**src/rtl/mem_access_unit.sv**
```systemverilog
// mem_access_unit: load/store access unit between the multicycle core and a
// word-addressed memory port. Handles one byte/half/word(/double) access at a
// time, aligns the address, builds the store byte mask and lane-shifted data,
// and sign/zero-extends load results. Misaligned or illegal sizes are rejected
// without touching memory; an optional timeout bounds the wait for mem_resp.
//
// Ports:
//   clk, rst              clock, synchronous active-high reset
//   req_valid/req_ready   request handshake (ready only while idle)
//   req_we, req_size      store flag, size 0=B 1=H 2=W 3=D (D only for XLEN=64)
//   req_unsigned          zero-extend load result
//   req_addr, req_wdata   byte address, right-justified store data
//   mem_address           aligned address (low offset bits zero)
//   mem_read, mem_write   strobes held for the whole access
//   mem_wmask, mem_wdata  byte-lane enables and lane-shifted store data
//   mem_rdata, mem_resp   memory read data and completion
//   rsp_valid             one-cycle completion pulse
//   rsp_rdata             extended load result (0 for stores / errors)
//   rsp_misaligned        request rejected (misaligned or illegal size)
//   rsp_timeout           access aborted by timeout
module mem_access_unit #(
  parameter int XLEN           = 32,
  parameter int TIMEOUT_CYCLES = 0
) (
  input  logic              clk,
  input  logic              rst,
  input  logic              req_valid,
  output logic              req_ready,
  input  logic              req_we,
  input  logic [1:0]        req_size,
  input  logic              req_unsigned,
  input  logic [XLEN-1:0]   req_addr,
  input  logic [XLEN-1:0]   req_wdata,
  output logic [XLEN-1:0]   mem_address,
  output logic              mem_read,
  output logic              mem_write,
  output logic [XLEN/8-1:0] mem_wmask,
  output logic [XLEN-1:0]   mem_wdata,
  input  logic [XLEN-1:0]   mem_rdata,
  input  logic              mem_resp,
  output logic              rsp_valid,
  output logic [XLEN-1:0]   rsp_rdata,
  output logic              rsp_misaligned,
  output logic              rsp_timeout
);
  localparam int NB = XLEN / 8;
  localparam int OW = $clog2(NB);
  localparam int CW = (TIMEOUT_CYCLES > 0) ? $clog2(TIMEOUT_CYCLES + 1) : 1;

  typedef enum logic [1:0] {IDLE, ACCESS, DONE} state_t;

  state_t          state, state_nxt;
  logic            we_q, we_nxt, uns_q, uns_nxt;
  logic [1:0]      size_q, size_nxt;
  logic [OW-1:0]   off_q, off_nxt;
  logic [CW-1:0]   cnt_q, cnt_nxt, cnt_inc;
  logic            ready_nxt, read_nxt, write_nxt, valid_nxt, mis_nxt, tmo_nxt;
  logic [XLEN-1:0] addr_nxt, wdata_nxt, rdata_nxt;
  logic [NB-1:0]   wmask_nxt;

  // request decode
  logic [OW-1:0]   req_off;
  logic            req_bad;
  logic [NB-1:0]   req_mask;
  logic [XLEN-1:0] req_shdata;

  assign req_off    = req_addr[OW-1:0];
  assign req_shdata = req_wdata << {req_off, 3'b000};

  always_comb begin
    req_bad = 1'b0;
    case (req_size)
      2'd1:    req_bad = req_addr[0];
      2'd2:    req_bad = |req_addr[1:0];
      2'd3:    req_bad = (XLEN == 32) || (|req_addr[2:0]);
      default: req_bad = 1'b0;
    endcase
  end

  // lanes [off, off + bytes) are written
  always_comb begin
    req_mask = '0;
    for (int i = 0; i < NB; i++)
      req_mask[i] = (32'(i) >= 32'(req_off)) &&
                    (32'(i) < 32'(req_off) + (32'd1 << req_size));
  end

  // load extract: shift lane down, keep 8<<size bits, extend from its MSB
  logic [XLEN-1:0] ld_sh, ld_mask, ld_ext;
  logic            ld_sgn;

  assign ld_sh = mem_rdata >> {off_q, 3'b000};

  always_comb begin
    ld_mask = '0;
    for (int i = 0; i < XLEN; i++)
      ld_mask[i] = (32'(i) < (32'd8 << size_q));
  end

  // MSB of the kept field is the one mask bit whose upper neighbour is clear
  assign ld_sgn = |(ld_sh & ld_mask & ~(ld_mask >> 1));
  assign ld_ext = (ld_sh & ld_mask) | ({XLEN{ld_sgn & ~uns_q}} & ~ld_mask);

  assign cnt_inc = cnt_q + 1'b1;

  always_comb begin
    state_nxt = state;
    we_nxt    = we_q;
    uns_nxt   = uns_q;
    size_nxt  = size_q;
    off_nxt   = off_q;
    cnt_nxt   = cnt_q;
    ready_nxt = req_ready;
    read_nxt  = mem_read;
    write_nxt = mem_write;
    valid_nxt = 1'b0;
    mis_nxt   = rsp_misaligned;
    tmo_nxt   = rsp_timeout;
    addr_nxt  = mem_address;
    wdata_nxt = mem_wdata;
    wmask_nxt = mem_wmask;
    rdata_nxt = rsp_rdata;
    case (state)
      IDLE: begin
        if (req_valid && req_ready) begin
          we_nxt    = req_we;
          uns_nxt   = req_unsigned;
          size_nxt  = req_size;
          off_nxt   = req_off;
          ready_nxt = 1'b0;
          if (req_bad) begin
            state_nxt = DONE;
            valid_nxt = 1'b1;
            mis_nxt   = 1'b1;
          end else begin
            state_nxt = ACCESS;
            cnt_nxt   = '0;
            addr_nxt  = {req_addr[XLEN-1:OW], {OW{1'b0}}};
            read_nxt  = ~req_we;
            write_nxt = req_we;
            if (req_we) begin
              wmask_nxt = req_mask;
              wdata_nxt = req_shdata;
            end
          end
        end
      end
      ACCESS: begin
        cnt_nxt = cnt_inc;
        if (mem_resp) begin
          state_nxt = DONE;
          read_nxt  = 1'b0;
          write_nxt = 1'b0;
          valid_nxt = 1'b1;
          rdata_nxt = we_q ? '0 : ld_ext;
        end else if ((TIMEOUT_CYCLES > 0) && (cnt_inc == CW'(TIMEOUT_CYCLES))) begin
          state_nxt = DONE;
          read_nxt  = 1'b0;
          write_nxt = 1'b0;
          valid_nxt = 1'b1;
          tmo_nxt   = 1'b1;
          rdata_nxt = '0;
        end
      end
      DONE: begin
        state_nxt = IDLE;
        ready_nxt = 1'b1;
        mis_nxt   = 1'b0;
        tmo_nxt   = 1'b0;
        rdata_nxt = '0;
        wmask_nxt = '0;
        wdata_nxt = '0;
      end
      default: state_nxt = IDLE;
    endcase
  end

  always_ff @(posedge clk) begin
    if (rst) begin
      state          <= IDLE;
      we_q           <= 1'b0;
      uns_q          <= 1'b0;
      size_q         <= 2'd0;
      off_q          <= '0;
      cnt_q          <= '0;
      req_ready      <= 1'b1;
      mem_read       <= 1'b0;
      mem_write      <= 1'b0;
      mem_address    <= '0;
      mem_wmask      <= '0;
      mem_wdata      <= '0;
      rsp_valid      <= 1'b0;
      rsp_rdata      <= '0;
      rsp_misaligned <= 1'b0;
      rsp_timeout    <= 1'b0;
    end else begin
      state          <= state_nxt;
      we_q           <= we_nxt;
      uns_q          <= uns_nxt;
      size_q         <= size_nxt;
      off_q          <= off_nxt;
      cnt_q          <= cnt_nxt;
      req_ready      <= ready_nxt;
      mem_read       <= read_nxt;
      mem_write      <= write_nxt;
      mem_address    <= addr_nxt;
      mem_wmask      <= wmask_nxt;
      mem_wdata      <= wdata_nxt;
      rsp_valid      <= valid_nxt;
      rsp_rdata      <= rdata_nxt;
      rsp_misaligned <= mis_nxt;
      rsp_timeout    <= tmo_nxt;
    end
  end
endmodule

```
**config.mk**
```make
export PLATFORM = sky130hd
export DESIGN_NAME = mem_access_unit
export DESIGN_NICKNAME = d
export VERILOG_FILES = /design/src/rtl/mem_access_unit.sv
export SDC_FILE = /design/constraint.sdc
export NUM_CORES = 1
export LEC_CHECK = 0
export ABC_CLOCK_PERIOD_IN_PS = 2510
export BUFFER_PORTS_ARGS = -buffer_cell sky130_fd_sc_hd__buf_4
export CORE_ASPECT_RATIO = 1.1
export CORE_MARGIN = 3
export CORE_UTILIZATION = 25
export CTS_CLUSTER_DIAMETER = 60
export CTS_CLUSTER_SIZE = 30
export DETAILED_ROUTE_END_ITERATION = 8
export PLACE_DENSITY = 0.55
export SLEW_MARGIN = 0
export SYNTH_ARGS = -nofsm -noshare
export SYNTH_HDL_FRONTEND = slang
export SYNTH_SLANG_ARGS = --single-unit
```
**constraint.sdc**
```tcl
create_clock -name clk -period 2.51 [get_ports clk]
set_input_delay 0.502 -clock clk [delete_from_list [all_inputs] [get_ports clk]]
set_output_delay 0.502 -clock clk [all_outputs]
set_load 0.01 [all_outputs]
```
== Word-level counts from Yosys, hierarchy flattened ==
Index checks and enable logic that the tools add are counted.
Widths: inputs -> output; s select.
Storage, ports and cells
  output and inout port bits: 106
  bits in registers: 111
  logic and storage cells: 128
  input bits: 104
Operators by class
  bitwise logic cells: 10
  $add $sub $neg: 1
  equality and inequality tests: 10
  shift operators: 4
  multiplexer cells: 32
  reductions and logical operators: 18
  magnitude comparators: 39
Operators with widths (count)
  $lt 5x32->1 const A: 16
  $lt 4x32->1 const A: 8
  $mux 32: 5
  $lt 1x32->1 const A: 4
  $lt 2x32->1 const A: 4
  $lt 3x32->1 const A: 4
  $pmux 32 s2: 2
  $and 32x32->32: 3
  $add 2x32->32: 1
  $not 31->32: 1
  $not 32->32: 1
  $or 32x32->32: 1
  $reduce_or 32->1: 1
  $shl 1x2->32 const A: 1
  $shl 32x5->32: 1
  $shl 4x2->32 const A: 1
  $shr 32x5->32: 1
  $mux 4: 3
  $mux 1: 11
  $ne 2x2->1 const B: 5
  $pmux 1 s2: 5
  $pmux 4 s2: 1
  $reduce_and 2->1: 4
  $reduce_and 4->1: 2
  14 further kinds: 28

== Longest topological paths before layout ==
  depth after elaboration: 11
  mapped depth: 8
  mapped depth without buffers: 8

== Least setup slack after synthesis ==
No wires, ideal clock.
  kind: input -> register
  start: input req_size[1]
  end: register mem_wmask[1]
  setup time: 0.117 ns
  cell stages on the path: 8
  setup slack: 0.388 ns
  required time: 2.393 ns
  path buffers: 0
  arrival: 2.004 ns
  cell sequence: nor2_1 ha_1 inv_1 fa_1 a2111oi_0 mux2i_1 nand2b_1 a32o_1
Between the ends
  word-level cells in the longest chain between the ends: 8
  elaborated cells between the ends (all ways): 14
  classes of those cells: add/sub (1); order compare (1); eq/ne (4); shift (1); mux (5); reduce/logical (2)
RTL lines
  from (decl): RTL line 30  | input logic [1:0] req_size,
  $shl 1x2->32: RTL line 85  | (32'(i) < 32'(req_off) + (32'd1 << req_size));
  $add 2x32->32: RTL line 85
  $lt 1x32->1: RTL line 85
  $logic_and 1x1->1: RTL line 84  | req_mask[i] = (32'(i) >= 32'(req_off)) &&
  $mux 4: RTL line 141  | if (req_we) begin
  $mux 4: RTL line 131  | if (req_bad) begin
  $mux 4: RTL line 125  | if (req_valid && req_ready) begin
  $pmux 4 s2: RTL line 123  | case (state)
  to (signal assigned): RTL line 207  | mem_wmask <= wmask_nxt;
  to (decl): RTL line 37  | output logic [XLEN/8-1:0] mem_wmask,
Several ways; a longest one is shown, not always the timed one. The select of a mux whose other input is x is not followed.
A chain may end at the register's enable or synchronous reset.

== Worst setup path in the final report ==
Ends and elaborated chain as after synthesis.

==> impl_metrics.yaml <==
die:
  core_um2: 20000
  num_io_pins: 210
  die_w_um: 143
  fp.dieH_um: 156
  start_util: 0.257
  fp-row-count: 54
  die_area_um2: 22300
logic_synthesis:
  synth_edf_count: 0
  syn_area_um2: 5150
  synth.most_common_cell: "dfxtp_1"
  postSynthCellCount: 551
  syn_area_per_cell_um2: 9.34
  synth_xor_xnor_area_share: 0
  yosys.area_share.adder: 0.00875
  synth_seq_area_share: 0.432
  synthDistinctLibCells: 49
  synth_ff_type: "dfxtp_1"
  synthMuxAreaShare: 0.136
  synthArstFlopShare: 0
  synth_compound_area_frac: 0.253
  synth_area_leaders: "dfxtp_1 43%, a21oi_1 6.7%, mux2i_1 6.4%"
  synth.largest_area_cell: "dfxtp_1"
  synth_top_cell_area_share: 0.432
  synth.top_cells.by_count: "111 x dfxtp_1, 69 x a21oi_1, 66 x nand2_1"
  synth-simple-area-share: 0.112
  yosys_warnings: 0
  synth_top_family_by_area: "compound AO/OA/AOI/OAI gates"
  ys_ff_latch: 111
final_layout:
  diodes: 0
  multi_input_area_um2: 2660
  layout.nets: 853
  utilization: 0.366
  area_delta_synth_final_pct: 42.2
  fillers: 2108
  stdcell_area_um2: 7320
  regArea_um2: 2220
  drive_above_1_share: 0.386
timing:
  slew_headroom: 0.379
  whs_ns: 0.357
  fin_tns_setup_ns: 0
  slew_violations: 0
  worst_slew_pin_slew_ns: 0.931
  rsz0062_at_grt: "false"
  setup_ws_ns: 0.452
  hold_violations: 0
  finalCriticalPeriod_ns: 2.06
  finalClockSkew_ns: 0.0124
  fin_crit_sh: 0.820
  max_clock_freq_mhz: 486
  setup_violations: 0
clock_network:
  cts_tree: "yes"
  clkLatencyLatePin_ns: 0.36
  cts_sinks: 111
  cts.clk_slew.worst_paths_ns: 0.09
  htreeDepth: 3
  cts_resized: 0
  cts_root_buf: "clkbuf_16"
  ctsHoldBuffers: 0
  max-clock-path-buffers: 2
  post_cts_buffers: 0
  numCtsBuffers: 9
placement:
  hpwlAfterDp_um: 13000
  pre_cts_ws_ns: 0.0962
  place_area_um2: 7010
  gp_congestion: 0.863
  io_buffers: 206
grt:
  antenna_found_initial: 0
  grt_max_degree: 55
  grtUsageTotal: 0.148
  gr-total-overflow: 0
  grt_pass1_wl_um: 26200
  first_global_vias: 4705
min_path:
  min_path_type: "in -> reg"
  hold_path_depth: 2
worst_setup_path:
  cp-start-kind: "input port"
  crit_type: "in -> reg"
  worstPathMaxFanout: 5
  cp.required_ns: 2.77
  r2r_cells: 7
  cp-end-kind: "flip-flop"
  critPathArrivalTime_ns: 2.32
drt:
  wl_per_cell_um: 17.3
  via_count: 4849
  drc_errors: 0
  postRouteAntennaNets: 0
  wirelength_um: 17300
  drt_iter0_drc: 341
  viasPerCell: 4.83
  drtPass1Iterations: 4
power_and_ir_drop:
  p_leak_nw: 3.05
  p_per_area_nw_per_um2: 564
  irDropWorstVdd_mv: 0.328
status:
  outcome: "finished clean"
run:
  drv_cap: 0
[path summary, 6_finish.rpt]
check | startpoint | end | slack (ns)
min reg2reg | mem_address[3] | mem_address[3] | 0.46
max | req_size[1] | mem_wmask[1] | 0.45
max reg2reg | state[1] | mem_address[15] | 0.54
min | req_wdata[2] | mem_wdata[2] | 0.36
[metal layers]
layer	wire length (um)	vias to the layer above	global-route usage
met1	7560	2290	0.191
met3	1100	17	0.0391
met5	0	-	0
li1	-	2410	-
met2	8370	132	0.243
met4	282	0	0.0448
[where the power goes]
group	switching (mW)	internal, mW
sequential	0.0477	1.82
combinational	0.401	0.371
clock	0.765	0.720
total	1.21	2.91
[per-stage QoR]
step | cells | total power [mW]
5_1_grt | 1003 | 4.35
6_report | 1003 | 4.13
3_5_place_dp | 987 | 2.69
3_3_place_gp | 987 | 2.69
4_1_cts | 1003 | 4.20
2_1_floorplan | 553 | 2.33
[state kept, by name, indices dropped and copies added (netlist names)]
name and cells:
we_q 1, mem_write 1, size_q 2, mem_address 30, mem_wmask 4, uns_q 1, rsp_misaligned 1, req_ready 1
rsp_valid 1, state 2, rsp_rdata 32, off_q 2, mem_read 1, mem_wdata 32
[area by class of cell]
cell class / count / share of cell area
Sequential cell: 111 / 0.304
Multi-Input combinational cell: 372 / 0.363
Clock inverter: 7 / 0.0108
Clock buffer: 9 / 0.0308
Timing Repair Buffer: 229 / 0.237
Inverter: 23 / 0.0118
Tap cell: 252 / 0.0431
[critical path: stages]
cell and delay (ns):
buf_4 0.13, nor2_1 0.10, ha_1 0.16, inv_1 0.05, fa_1 0.37, a2111oi_0 0.41, mux2i_1 0.20, nand2b_1 0.18
a32o_1 0.20
[cell families after synthesis]
kind of cell	count (synthesis)
AO/OA/AOI/OAI	178
AND/OR/NAND/NOR	130
flip-flops	111
buffers and inverters	70
multiplexers	58
adder cells (fa/ha/maj)	3
other	1
[cell usage in the layout, fill, tap and decap left out, types with 7 or more instances in the layout]
cell and count:
nor2_1 42, a211o_1 8, a32o_1 18, buf_4 228, mux2_2 17, mux2i_1 33, o32ai_1 16, a22oi_1 24
a211oi_1 8, clkbuf_16 9, mux4_2 8, a211oi_2 10, a2bb2oi_1 7, dfxtp_1 111, nand2_1 66, inv_1 22
a21oi_1 69
Note: power is estimated with default switching activity, not from simulation.
